`src/rtl/csr_addrs.sv`:
```
// Machine-mode CSR addresses shared by every block that decodes the CSR port.
package csr_addrs;

    localparam logic [11:0] CSR_MTVEC    = 12'h305;
    localparam logic [11:0] CSR_MSCRATCH = 12'h340;
    localparam logic [11:0] CSR_MEPC     = 12'h341;
    localparam logic [11:0] CSR_MCAUSE   = 12'h342;
    localparam logic [11:0] CSR_MTVAL    = 12'h343;

endpackage

```
`src/rtl/trap_csr_file.sv`:
```
// The five trap CSRs: read mux, CSR-port writes and the trap-entry capture.
// The caller guarantees i_wen and i_trap_we are never both high.
module trap_csr_file
    import csr_addrs::*;
#(
    parameter int             XW          = 32,
    parameter logic [XW-1:0]  RESET_MTVEC = '0
) (
    input  logic              clk,
    input  logic              rst,
    input  logic [11:0]       i_addr,
    input  logic              i_wen,
    input  logic [XW-1:0]     i_wdata,
    input  logic              i_trap_we,
    input  logic [XW-1:0]     i_trap_pc,
    input  logic [XW-1:0]     i_trap_cause,
    input  logic [XW-1:0]     i_trap_tval,
    output logic [XW-1:0]     o_rdata,
    output logic              o_hit,
    output logic [XW-1:0]     o_mtvec,
    output logic [XW-1:0]     o_mepc
);

    logic [XW-1:0] r_mtvec;
    logic [XW-1:0] r_mscratch;
    logic [XW-1:0] r_mepc;
    logic [XW-1:0] r_mcause;
    logic [XW-1:0] r_mtval;

    // NOTE: these are architectural registers with defined reset values, so
    // every one is reset; a RAM-style storage array would be left unreset.
    always_ff @(posedge clk or posedge rst) begin
        if (rst) begin
            r_mtvec    <= RESET_MTVEC;
            r_mscratch <= '0;
            r_mepc     <= '0;
            r_mcause   <= '0;
            r_mtval    <= '0;
        end else if (i_trap_we) begin
            r_mepc   <= i_trap_pc;
            r_mcause <= i_trap_cause;
            r_mtval  <= i_trap_tval;
        end else if (i_wen) begin
            case (i_addr)
                CSR_MTVEC:    r_mtvec    <= i_wdata;
                CSR_MSCRATCH: r_mscratch <= i_wdata;
                CSR_MEPC:     r_mepc     <= {i_wdata[XW-1:2], 2'b00};
                CSR_MCAUSE:   r_mcause   <= i_wdata;
                CSR_MTVAL:    r_mtval    <= i_wdata;
                default:      ;
            endcase
        end
    end

    // NOTE: every output gets a default first so no path infers a latch.
    always_comb begin
        o_rdata = '0;
        o_hit   = 1'b1;
        case (i_addr)
            CSR_MTVEC:    o_rdata = r_mtvec;
            CSR_MSCRATCH: o_rdata = r_mscratch;
            CSR_MEPC:     o_rdata = r_mepc;
            CSR_MCAUSE:   o_rdata = r_mcause;
            CSR_MTVAL:    o_rdata = r_mtval;
            default:      o_hit   = 1'b0;
        endcase
    end

    assign o_mtvec = r_mtvec;
    assign o_mepc  = r_mepc;

endmodule

```
`src/rtl/trap_unit.sv`:
```
// Machine-mode trap responder: captures exceptions, executes MRET, redirects the PC.
// Define TRAP_VECTORED_EN to enable base + 4*cause targets for mtvec mode 1.
`ifndef XLEN
`define XLEN 32
`endif

module trap_unit #(
    parameter int             XW          = `XLEN,
    parameter logic [XW-1:0]  RESET_MTVEC = '0
) (
    input  logic              clk,
    input  logic              rst,
    input  logic              if_exc_valid,
    input  logic [XW-1:0]     if_exc_pc,
    input  logic [XW-1:0]     if_exc_tval,
    input  logic [XW-1:0]     if_exc_cause,
    input  logic              ex_exc_valid,
    input  logic [XW-1:0]     ex_exc_pc,
    input  logic [XW-1:0]     ex_exc_tval,
    input  logic [XW-1:0]     ex_exc_cause,
    input  logic              mret_valid,
    input  logic [11:0]       csr_addr,
    input  logic              csr_wen,
    input  logic [XW-1:0]     csr_wdata,
    output logic [XW-1:0]     csr_rdata,
    output logic              csr_hit,
    output logic              redirect_valid,
    output logic [XW-1:0]     redirect_pc,
    input  logic              redirect_ready,
    output logic              busy
);

    typedef enum logic {
        S_IDLE,
        S_REDIRECT
    } state_e;

    state_e        r_state;
    state_e        w_next_state;
    logic [XW-1:0] r_redirect_pc;

    logic          w_idle;
    logic          w_take_trap;
    logic          w_take_mret;
    logic          w_csr_we;
    logic [XW-1:0] w_trap_pc;
    logic [XW-1:0] w_trap_cause;
    logic [XW-1:0] w_trap_tval;
    logic [XW-1:0] w_mtvec;
    logic [XW-1:0] w_mepc;
    logic [XW-1:0] w_base;
    logic [XW-1:0] w_trap_target;

    assign w_idle      = (r_state == S_IDLE);
    assign w_take_trap = w_idle && (ex_exc_valid || if_exc_valid);
    assign w_take_mret = w_idle && mret_valid && !(ex_exc_valid || if_exc_valid);
    // The faulting instruction never retires, so its CSR write is discarded.
    assign w_csr_we    = csr_wen && w_idle && !(ex_exc_valid || if_exc_valid);

    // Exec holds the older instruction, so it wins over ifetch.
    assign w_trap_pc    = ex_exc_valid ? ex_exc_pc    : if_exc_pc;
    assign w_trap_cause = ex_exc_valid ? ex_exc_cause : if_exc_cause;
    assign w_trap_tval  = ex_exc_valid ? ex_exc_tval  : if_exc_tval;

    assign w_base = w_mtvec & ~{{(XW-2){1'b0}}, 2'b11};

`ifdef TRAP_VECTORED_EN
    assign w_trap_target = (w_mtvec[1:0] == 2'b01 && w_trap_cause[XW-1])
                         ? w_base + {w_trap_cause[XW-3:0], 2'b00}
                         : w_base;
`else
    assign w_trap_target = w_base;
`endif

    trap_csr_file #(
        .XW          (XW),
        .RESET_MTVEC (RESET_MTVEC)
    ) u_csr_file (
        .clk          (clk),
        .rst          (rst),
        .i_addr       (csr_addr),
        .i_wen        (w_csr_we),
        .i_wdata      (csr_wdata),
        .i_trap_we    (w_take_trap),
        .i_trap_pc    (w_trap_pc),
        .i_trap_cause (w_trap_cause),
        .i_trap_tval  (w_trap_tval),
        .o_rdata      (csr_rdata),
        .o_hit        (csr_hit),
        .o_mtvec      (w_mtvec),
        .o_mepc       (w_mepc)
    );

    // NOTE: sequential state uses non-blocking assignments so every register
    // samples pre-edge values regardless of process ordering.
    always_ff @(posedge clk or posedge rst) begin
        if (rst) r_state <= S_IDLE;
        else     r_state <= w_next_state;
    end

    always_comb begin
        w_next_state = r_state;
        case (r_state)
            S_IDLE:     if (w_take_trap || w_take_mret) w_next_state = S_REDIRECT;
            S_REDIRECT: if (redirect_ready)             w_next_state = S_IDLE;
            default:    w_next_state = S_IDLE;
        endcase
    end

    always_comb begin
        redirect_valid = (r_state == S_REDIRECT);
        busy           = (r_state != S_IDLE);
    end

    always_ff @(posedge clk or posedge rst) begin
        if (rst)              r_redirect_pc <= '0;
        else if (w_take_trap) r_redirect_pc <= w_trap_target;
        else if (w_take_mret) r_redirect_pc <= w_mepc;
    end

    assign redirect_pc = r_redirect_pc;

endmodule

```
`config.mk`:
```
export PLATFORM = sky130hd
export DESIGN_NAME = trap_unit
export DESIGN_NICKNAME = d
export VERILOG_FILES = /design/src/rtl/csr_addrs.sv /design/src/rtl/trap_csr_file.sv /design/src/rtl/trap_unit.sv
export SDC_FILE = /design/constraint.sdc
export NUM_CORES = 1
export LEC_CHECK = 0
export CAP_MARGIN = 25
export CORE_MARGIN = 4
export CORE_UTILIZATION = 52
export DETAILED_ROUTE_END_ITERATION = 7
export GPL_ROUTABILITY_DRIVEN = 0
export PLACE_DENSITY = 0.87
export SETUP_SLACK_MARGIN = 0.05
export SYNTH_ARGS = -nofsm -noshare
export SYNTH_HDL_FRONTEND = slang
export SYNTH_SLANG_ARGS = --single-unit
```
`constraint.sdc`:
```
create_clock -name clk -period 10.9 [get_ports clk]
set_input_delay 2.18 -clock clk [delete_from_list [all_inputs] [get_ports clk]]
set_output_delay 2.18 -clock clk [all_outputs]
set_load 0.02 [all_outputs]
```
==> results of run 1 <==
routing by layer:
| metal | track usage | vias up | share of wire |
|---|---|---|---|
| li1 | - | 4445 | - |
| met1 | 0.4121 | 4908 | 0.36 |
| met2 | 0.5550 | 663 | 0.49 |
| met3 | 0.08359 | 118 | 0.11 |
| met4 | 0.1487 | 0 | 0.040 |
| met5 | 0 | - | 0 |
worst max-delay path, cell delays in order:
cell and delay [ns]:
clkdlybuf4s50_1 0.46, buf_4 0.36, or4b_4 0.56, nor2_1 0.48, buf_4 0.30, and3_1 0.80
a221o_1 0.32, clkdlybuf4s50_1 0.62
state kept, by name, indices dropped and copies added (netlist names):
| signal | flops |
|---|---|
| busy | 1 |
| redirect_pc | 32 |
| u_csr_file.o_mepc | 32 |
| u_csr_file.o_mtvec | 32 |
| u_csr_file.r_mcause | 32 |
| u_csr_file.r_mscratch | 32 |
| u_csr_file.r_mtval | 32 |
synth_stat cells, types with 2 or more instances:
cell type  count
nor4b_2        2
a211oi_1      32
nand3_1       41
and3_1         7
buf_6          2
a32oi_1        8
nand2_1      146
dfrtp_1      193
nand2b_1       2
o21a_1        24
and2_1         4
buf_2         14
or4b_1         3
a222oi_1      12
a22o_1        24
a21oi_1       23
buf_1          9
mux2_2        72
a211o_1        6
mux2i_1       39
nor2b_1       37
nor4_1         3
a31oi_1       32
or4_1          2
o2bb2ai_1      8
nor3b_1        2
nor3_1         3
a221o_1       14
a22oi_1       77
clkbuf_1      78
nor2_1        57
nor4b_1        3
o211ai_1      54
o21ai_0        5
cell families after synthesis:
| kind of cell | synth area share |
|---|---|
| flops | 0.4643 |
| simple gates | 0.1457 |
| compound gates | 0.2321 |
| buf+inv | 0.04138 |
| mux | 0.1166 |
per-stage QoR:
stage	total power [mW]	hold slack (ns)	setup slack [ns]
2_1_floorplan	1.648	0.4548	3.464
3_3_place_gp	1.989	0.4794	2.544
3_5_place_dp	2.035	0.4886	2.474
4_1_cts	2.714	0.5062	2.480
5_1_grt	2.851	0.5182	2.705
6_report	2.718	0.5083	2.632
report_power, final:
group / internal (mW) / switching (mW) / total, mW
combinational: 0.442 / 0.486 / 0.928
sequential: 0.941 / 0.175 / 1.12
clock: 0.399 / 0.276 / 0.674
total: 1.78 / 0.937 / 2.72
cell type report:
| type | count | area (um^2) |
|---|---|---|
| clock buffer | 20 | 456.7 |
| clock inverter | 11 | 178.9 |
| fill | 1417 | 5244 |
| inverter | 1 | 11.26 |
| multi-input combinational | 753 | 5244 |
| sequential | 193 | 4831 |
| tap | 265 | 331.6 |
| timing repair buffer | 334 | 3293 |
how the worst max path moves through the flow:
stage	cells past startpoint	to	slack (ns)
after floorplan	1	busy	3.46
after global placement	7	csr_rdata[1]	2.54
after detailed placement	7	csr_rdata[1]	2.47
after CTS	7	csr_rdata[1]	2.48
after global routing	8	csr_rdata[1]	2.70
final	8	csr_rdata[1]	2.63
==> metrics.txt, run 1 <==
status=finished, final reports clean; FF-to-FF path depth=6; Worst setup startpoint=csr_addr[0]; HP Start=u_csr_file.r_mscratch[16]; final setup vio count=0; Post-Syn Instances=1,051; ratio of cells with drive above 1 in the final layout=0.1166; post_cts resized=0; clock-pin transition on the worst setup and hold timing paths=0.06 ns; postcts setup bufs=0; largest net degree at the start of global routing=110; routed vias/inst=6.426; Tcrit/Tclk final=0.7586; fmax=~120 MHz; relative slew slack=0.2408; CP Data Required Time=8.72 ns; io pins=310; Layout Nets=1,543; Hold Fails Final Rpt=0; gr usage total=0.3334; Final ANT Viol Nets=0; total wire length=between 30,000 and 40,000 um; Layout Cells excl Fill=1,577; detailed placement HPWL=approximately 25,000 um; TritonCTS buffer count=17; VDD IR max=0.1233 mV; latest clock arrival within the worst-skew pair=roughly 0.43 ns; DRT iter0 DRCs=900; element type at the critical path end=output port; Max clock buf depth=2; drt pass-1 iters=8; FF-to-FF setup slack=roughly 7.4 ns; asr flop ratio synth=1.000; CP max FO=27; I/O Buffers=309; Worst Max-Slew Pin Slew=1.135 ns; Avg WL per Cell=24.16 um; number of synthesized flops with an enable pin=0; DRC=0; first-pass GRT wire length=around 57,000 um; sequential fraction of the synthesis area=0.4643; FP Rows=51; Cell Area, Synth=0.01040 mm^2; Crit Path Class=input pin to output port; Hold Crit Depth=1; RSZ-0062 raised after global routing=no; worst hold endpoint=u_csr_file.r_mscratch[16]; Placed Cells=1,545; Startpoint Class=input pin; initial antenna violation count=0; power density cells=around 190 mW/mm^2; starting density of the core=0.5310; Setup TNS=0 ns; vias in the first global route=10,170; share of the synthesized area in the top cell type=0.4643; Reg2Reg Launch Point=busy; Ant. Diodes=0; DIE AREA=~0.022 mm^2; Vias=10,130; Distinct cells, synth=47; core area=0.01959 mm^2; main area contributors after synthesis=dfrtp_1 (46%), mux2_2 (7.8%), a22oi_1 (5.6%); max-cap violations=0; Main synth FF type=dfrtp_1; CTS tree=done; Worst Clk Skew=0.006759 ns; die height=roughly 150 um; crit path DAT=6.09 ns; Ys Warns=0; hold bufs inserted after CTS=0; minimum clock period=8.268 ns; most common cell after layout, fill and taps aside=clkdlybuf4s50_1; DP Area=0.01370 mm^2; fin. max-slew vios=0; total global routing overflow=0; Util after Layout=0.7323; die width=149.4 um; Static Leakage=just over 6 nW; H-tree depth=4; Hold WC Path Type=flop to flop; area leader, netlist=dfrtp_1; syn nets=around 1,300; Avg Inst Size Synth=9.898 um^2; commonest cells after routing, fill and taps aside=clkdlybuf4s50_1 (307), dfrtp_1 (192), nand2_1 (146); worst r2r dst=u_csr_file.o_mepc[6]; CTS sink count=between 150 and 200; Area Growth Syn to Fin=37.91%; Root Buffer=clkbuf_16; synthesized flop and latch total=between 150 and 200; Final Cell Area=0.01435 mm^2
Note: power is estimated with default switching activity, not from simulation.
==> inputs of run 2 (changes only) <==
--- a/config.mk
+++ b/config.mk
@@ -7,10 +7,10 @@
 export LEC_CHECK = 0
 export CAP_MARGIN = 25
 export CORE_MARGIN = 4
-export CORE_UTILIZATION = 52
+export CORE_UTILIZATION = 48
 export DETAILED_ROUTE_END_ITERATION = 7
 export GPL_ROUTABILITY_DRIVEN = 0
-export PLACE_DENSITY = 0.87
+export PLACE_DENSITY = 0.81
 export SETUP_SLACK_MARGIN = 0.05
 export SYNTH_ARGS = -nofsm -noshare
 export SYNTH_HDL_FRONTEND = slang
==> constraint.sdc (replaced) <==
create_clock -name clk -period 7.9 [get_ports clk]
set_input_delay 1.58 -clock clk [delete_from_list [all_inputs] [get_ports clk]]
set_output_delay 1.58 -clock clk [all_outputs]
set_load 0.02 [all_outputs]
==> metrics.txt, run 2 (synthesis results as in run 1) <==
CP Data Required Time=about 6.3 ns; DRC=0; Worst Max-Slew Pin Slew=1.064 ns; crit path DAT=4.82 ns; HP Start=u_csr_file.o_mtvec[31]; fmax=156.2 MHz; Avg WL per Cell=23.89 um; CTS tree=done; worst hold endpoint=redirect_pc[31]; minimum clock period=6.404 ns; FP Rows=53; Startpoint Class=input pin; RSZ-0062 raised after global routing=no; FF-to-FF setup slack=4.34 ns; status=finished, final reports clean; vias in the first global route=between 10,000 and 15,000; detailed placement HPWL=24,960 um; Reg2Reg Launch Point=busy; Area Growth Syn to Fin=38.09%; CTS sink count=a little under 200; worst r2r dst=u_csr_file.r_mtval[5]; commonest cells after routing, fill and taps aside=clkdlybuf4s50_1 (307), dfrtp_1 (192), nand2_1 (146); Final ANT Viol Nets=0; largest net degree at the start of global routing=between 100 and 150; met2 GRT Util=0.5030; fin. max-slew vios=0; latest clock arrival within the worst-skew pair=0.44 ns; Vias=approximately 10,000; ratio of cells with drive above 1 in the final layout=0.1215; I/O Buffers=309; Hold Fails Final Rpt=0; Worst Clk Skew=0.008633 ns; power density cells=~260 mW/mm^2; drt pass-1 iters=7; die width=155.2 um; hold bufs inserted after CTS=0; relative slew slack=0.2906; TritonCTS buffer count=17; Static Leakage=between 6 and 7 nW; routed vias/inst=6.309; FF-to-FF path depth=6; Root Buffer=clkbuf_16; starting density of the core=0.4917; Top Usage Layer GRT=met2; gr usage total=0.3069; Tcrit/Tclk final=0.8106; total global routing overflow=0; die height=between 150 and 200 um; post_cts resized=0; CP max FO=26; H-tree depth=4; total wire length=38,060 um; clock-pin transition on the worst setup and hold timing paths=0.07 ns; met3 Use GR=0.08206; postcts setup bufs=0; io pins=310; final setup vio count=0; most common cell after layout, fill and taps aside=clkdlybuf4s50_1; Crit Path Class=input pin to output port; first-pass GRT wire length=57,170 um; VDD IR max=0.1454 mV; initial antenna violation count=1; Layout Nets=1,547; Setup TNS=0 ns; DRT iter0 DRCs=975; routing usage on met1=0.3913; DIE AREA=0.02409 mm^2; element type at the critical path end=output port; max-cap violations=0; Util after Layout=0.6791; Hold Crit Depth=2; Max clock buf depth=2; Hold WC Path Type=flop to flop; core area=0.02115 mm^2
==> run 2: layout make-up <==
type                            count  area (um^2)
Inverter                            1        11.26
Clock buffer                       19        452.9
Clock inverter                     13        120.1
Antenna cell                        1        2.502
Tap cell                          275        344.1
Timing Repair Buffer              338         3359
Multi-Input combinational cell    753         5244
Sequential cell                   193         4831
Fill cell                        1651         6789
==> run 2: worst max-delay path by stage <==
stage,from,end,slack [ns],cells after the start
floorplan,rst,busy,1.06,1
global route,csr_addr[0],csr_rdata[14],1.48,7
global placement,csr_addr[7],csr_rdata[14],1.59,6
detailed placement,csr_addr[0],csr_rdata[8],1.51,7
finish,csr_addr[0],csr_rdata[5],1.50,7
CTS,csr_addr[0],csr_rdata[8],1.50,7
==> run 2: metal layers <==
metal | vias up | share of wire
li1 | 4456 | -
met1 | 4927 | 0.39
met2 | 589 | 0.49
met3 | 76 | 0.099
met4 | 2 | 0.029
met5 | - | 0.00042
==> run 2: worst max-delay path, stage by stage <==
cell and delay (ns):
clkdlybuf4s50_1 0.49, buf_4 0.38, or4b_4 0.56, nor2_1 0.13
and3_1 0.73, a221o_1 0.31, clkdlybuf4s50_1 0.63
==> run 2: per-stage QoR <==
step / cell area [um^2] / std cells / hold WS (ns) / total power [mW] / worst slack (ns)
floorplan: 10400 / 1051 / 0.4548 / 2.273 / 1.064
CTS: 14290 / 1588 / 0.5081 / 3.658 / 1.495
global placement: 13690 / 1554 / 0.4736 / 2.764 / 1.594
detailed placement: 13720 / 1556 / 0.4909 / 2.810 / 1.510
finish: 14370 / 1593 / 0.5057 / 3.673 / 1.496
global route: 14360 / 1592 / 0.5268 / 3.868 / 1.483
==> run 2: power breakdown <==
part | total, mW | switching, mW | internal [mW]
Sequential | 1.52 | 0.223 | 1.30
Clock | 0.851 | 0.419 | 0.433
Combinational | 1.30 | 0.679 | 0.623
Total | 3.67 | 1.32 | 2.35
==> inputs of run 3 (changes only) <==
--- a/config.mk
+++ b/config.mk
@@ -7,10 +7,10 @@
 export LEC_CHECK = 0
 export CAP_MARGIN = 25
 export CORE_MARGIN = 4
-export CORE_UTILIZATION = 48
+export CORE_UTILIZATION = 43
 export DETAILED_ROUTE_END_ITERATION = 7
 export GPL_ROUTABILITY_DRIVEN = 0
-export PLACE_DENSITY = 0.81
+export PLACE_DENSITY = 0.77
 export SETUP_SLACK_MARGIN = 0.05
 export SYNTH_ARGS = -nofsm -noshare
 export SYNTH_HDL_FRONTEND = slang
==> constraint.sdc (replaced) <==
create_clock -name clk -period 5.83 [get_ports clk]
set_input_delay 1.166 -clock clk [delete_from_list [all_inputs] [get_ports clk]]
set_output_delay 1.166 -clock clk [all_outputs]
set_load 0.02 [all_outputs]
==> metrics.txt, run 3 (synthesis results as in run 1) <==
Setup TNS=0 ns; CTS sink count=193; DIE AREA=~0.027 mm^2; commonest cells after routing, fill and taps aside=clkdlybuf4s50_1 (306), dfrtp_1 (192), nand2_1 (146); Vias=10,040; VDD IR max=0.1921 mV; initial antenna violation count=0; Static Leakage=6.182 nW; minimum clock period=about 5.3 ns; CTS tree=done; most common cell after layout, fill and taps aside=clkdlybuf4s50_1; final setup vio count=0; I/O Buffers=309; crit path DAT=~4.1 ns; H-tree depth=4; Final WS setup=between 0.5 and 0.6 ns; Final ANT Viol Nets=0; detailed placement HPWL=25,700 um; Hold Fails Final Rpt=0; hold bufs inserted after CTS=0; postcts setup bufs=0; element type at the critical path end=output port; DRT iter0 DRCs=800; fmax=188.3 MHz; core area=0.02361 mm^2; Layout Nets=1,552; Root Buffer=clkbuf_16; Max clock buf depth=2; total wire length=~39,000 um; Crit Path Class=input pin to output port; CP max FO=9; routed vias/inst=6.118; die height=163.5 um; RSZ-0062 raised after global routing=no; TritonCTS buffer count=17; relative slew slack=0.2843; post_cts resized=0; Comb power frac=0.348; hold_ws=0.4888 ns; ratio of cells with drive above 1 in the final layout=0.1271; sw frac=0.3539; power density cells=349.4 mW/mm^2; FP Rows=between 50 and 60; gr usage total=0.2876; Startpoint Class=input pin; Clock power frac=0.246; largest net degree at the start of global routing=194; total global routing overflow=0; Worst Max-Slew Pin Slew=between 1 and 1.5 ns; Hold WC Path Type=flop to flop; pre-CTS setup slack=about 0.58 ns; fin. max-slew vios=0; CP Data Required Time=4.66 ns; register share of total power=0.405; die width=163.5 um; Tcrit/Tclk final=0.9108; clock-pin transition on the worst setup and hold timing paths=0.07 ns; Avg WL per Cell=around 24 um; sw power=1.791 mW; status=finished, final reports clean; latest clock arrival within the worst-skew pair=0.43 ns; vias in the first global route=10,010; max-cap violations=0; Ant. Diodes=0; Int Power=roughly 3.3 mW; drt pass-1 iters=7; Util after Layout=0.6136; io pins=310; DRC=0; starting density of the core=0.4405; Area Growth Syn to Fin=39.27%; Worst Clk Skew=0.01109 ns; first-pass GRT wire length=58,760 um
run 3: changes by cell type in the layout (fill, tap and decap cells not counted), sizes merged:
cell	delta
diode	-1
bufinv	+2
inv	-2
buf	+6
clkdlybuf4s50	-1
run 3: cell type report:
cell class,count,area [um^2]
clock buffer,19,452.9
timing repair buffer,343,3381
sequential,193,4831
fill,2010,9125
tap,319,399.1
multi-input combinational,753,5249
clock inverter,13,167.7
inverter,1,7.507
run 3: power by group through the flow:
stage	Clock, mW	Combinational (mW)	Sequential [mW]
2_1_floorplan	0	0.998	2.08
4_1_cts	1.26	1.76	2.04
6_report	1.25	1.76	2.05
5_1_grt	1.31	1.92	2.10
3_3_place_gp	0	1.71	2.05
3_5_place_dp	0	1.75	2.06
run 3: final timing paths:
kind,cells after the start,end,slack [ns],startpoint
max in group asynchronous,3,u_csr_file.o_mepc[14],3.67,rst
hold / removal,2,redirect_pc[25],0.49,u_csr_file.o_mtvec[25]
setup reg to reg,4,u_csr_file.r_mcause[18],2.67,busy
hold reg to reg,2,redirect_pc[25],0.49,u_csr_file.o_mtvec[25]
min in group asynchronous,3,redirect_pc[30],1.37,rst
setup / recovery,6,csr_rdata[5],0.52,csr_addr[3]
run 3: through the flow:
step | power, mW | area [um^2] | cells
CTS | 5.065 | 14480 | 1640
detailed placement | 3.817 | 13860 | 1608
global placement | 3.763 | 13840 | 1607
floorplan | 3.081 | 10410 | 1051
finish | 5.062 | 14490 | 1641
global route | 5.330 | 14490 | 1641
run 3: worst max-delay path: stages:
cell and delay (ns):
clkdlybuf4s50_1 0.54, or4_1 0.71, or3_1 0.73, nor2_1 0.21, a221o_1 0.17, clkdlybuf4s50_1 0.62
run 3: per-layer routing:
layer	GRT usage	share of wire	wire (um)
met5	0	0	0
met4	0.09798	0.027	1072
met3	0.07141	0.099	3879
met2	0.4757	0.48	18900
met1	0.3703	0.39	15450
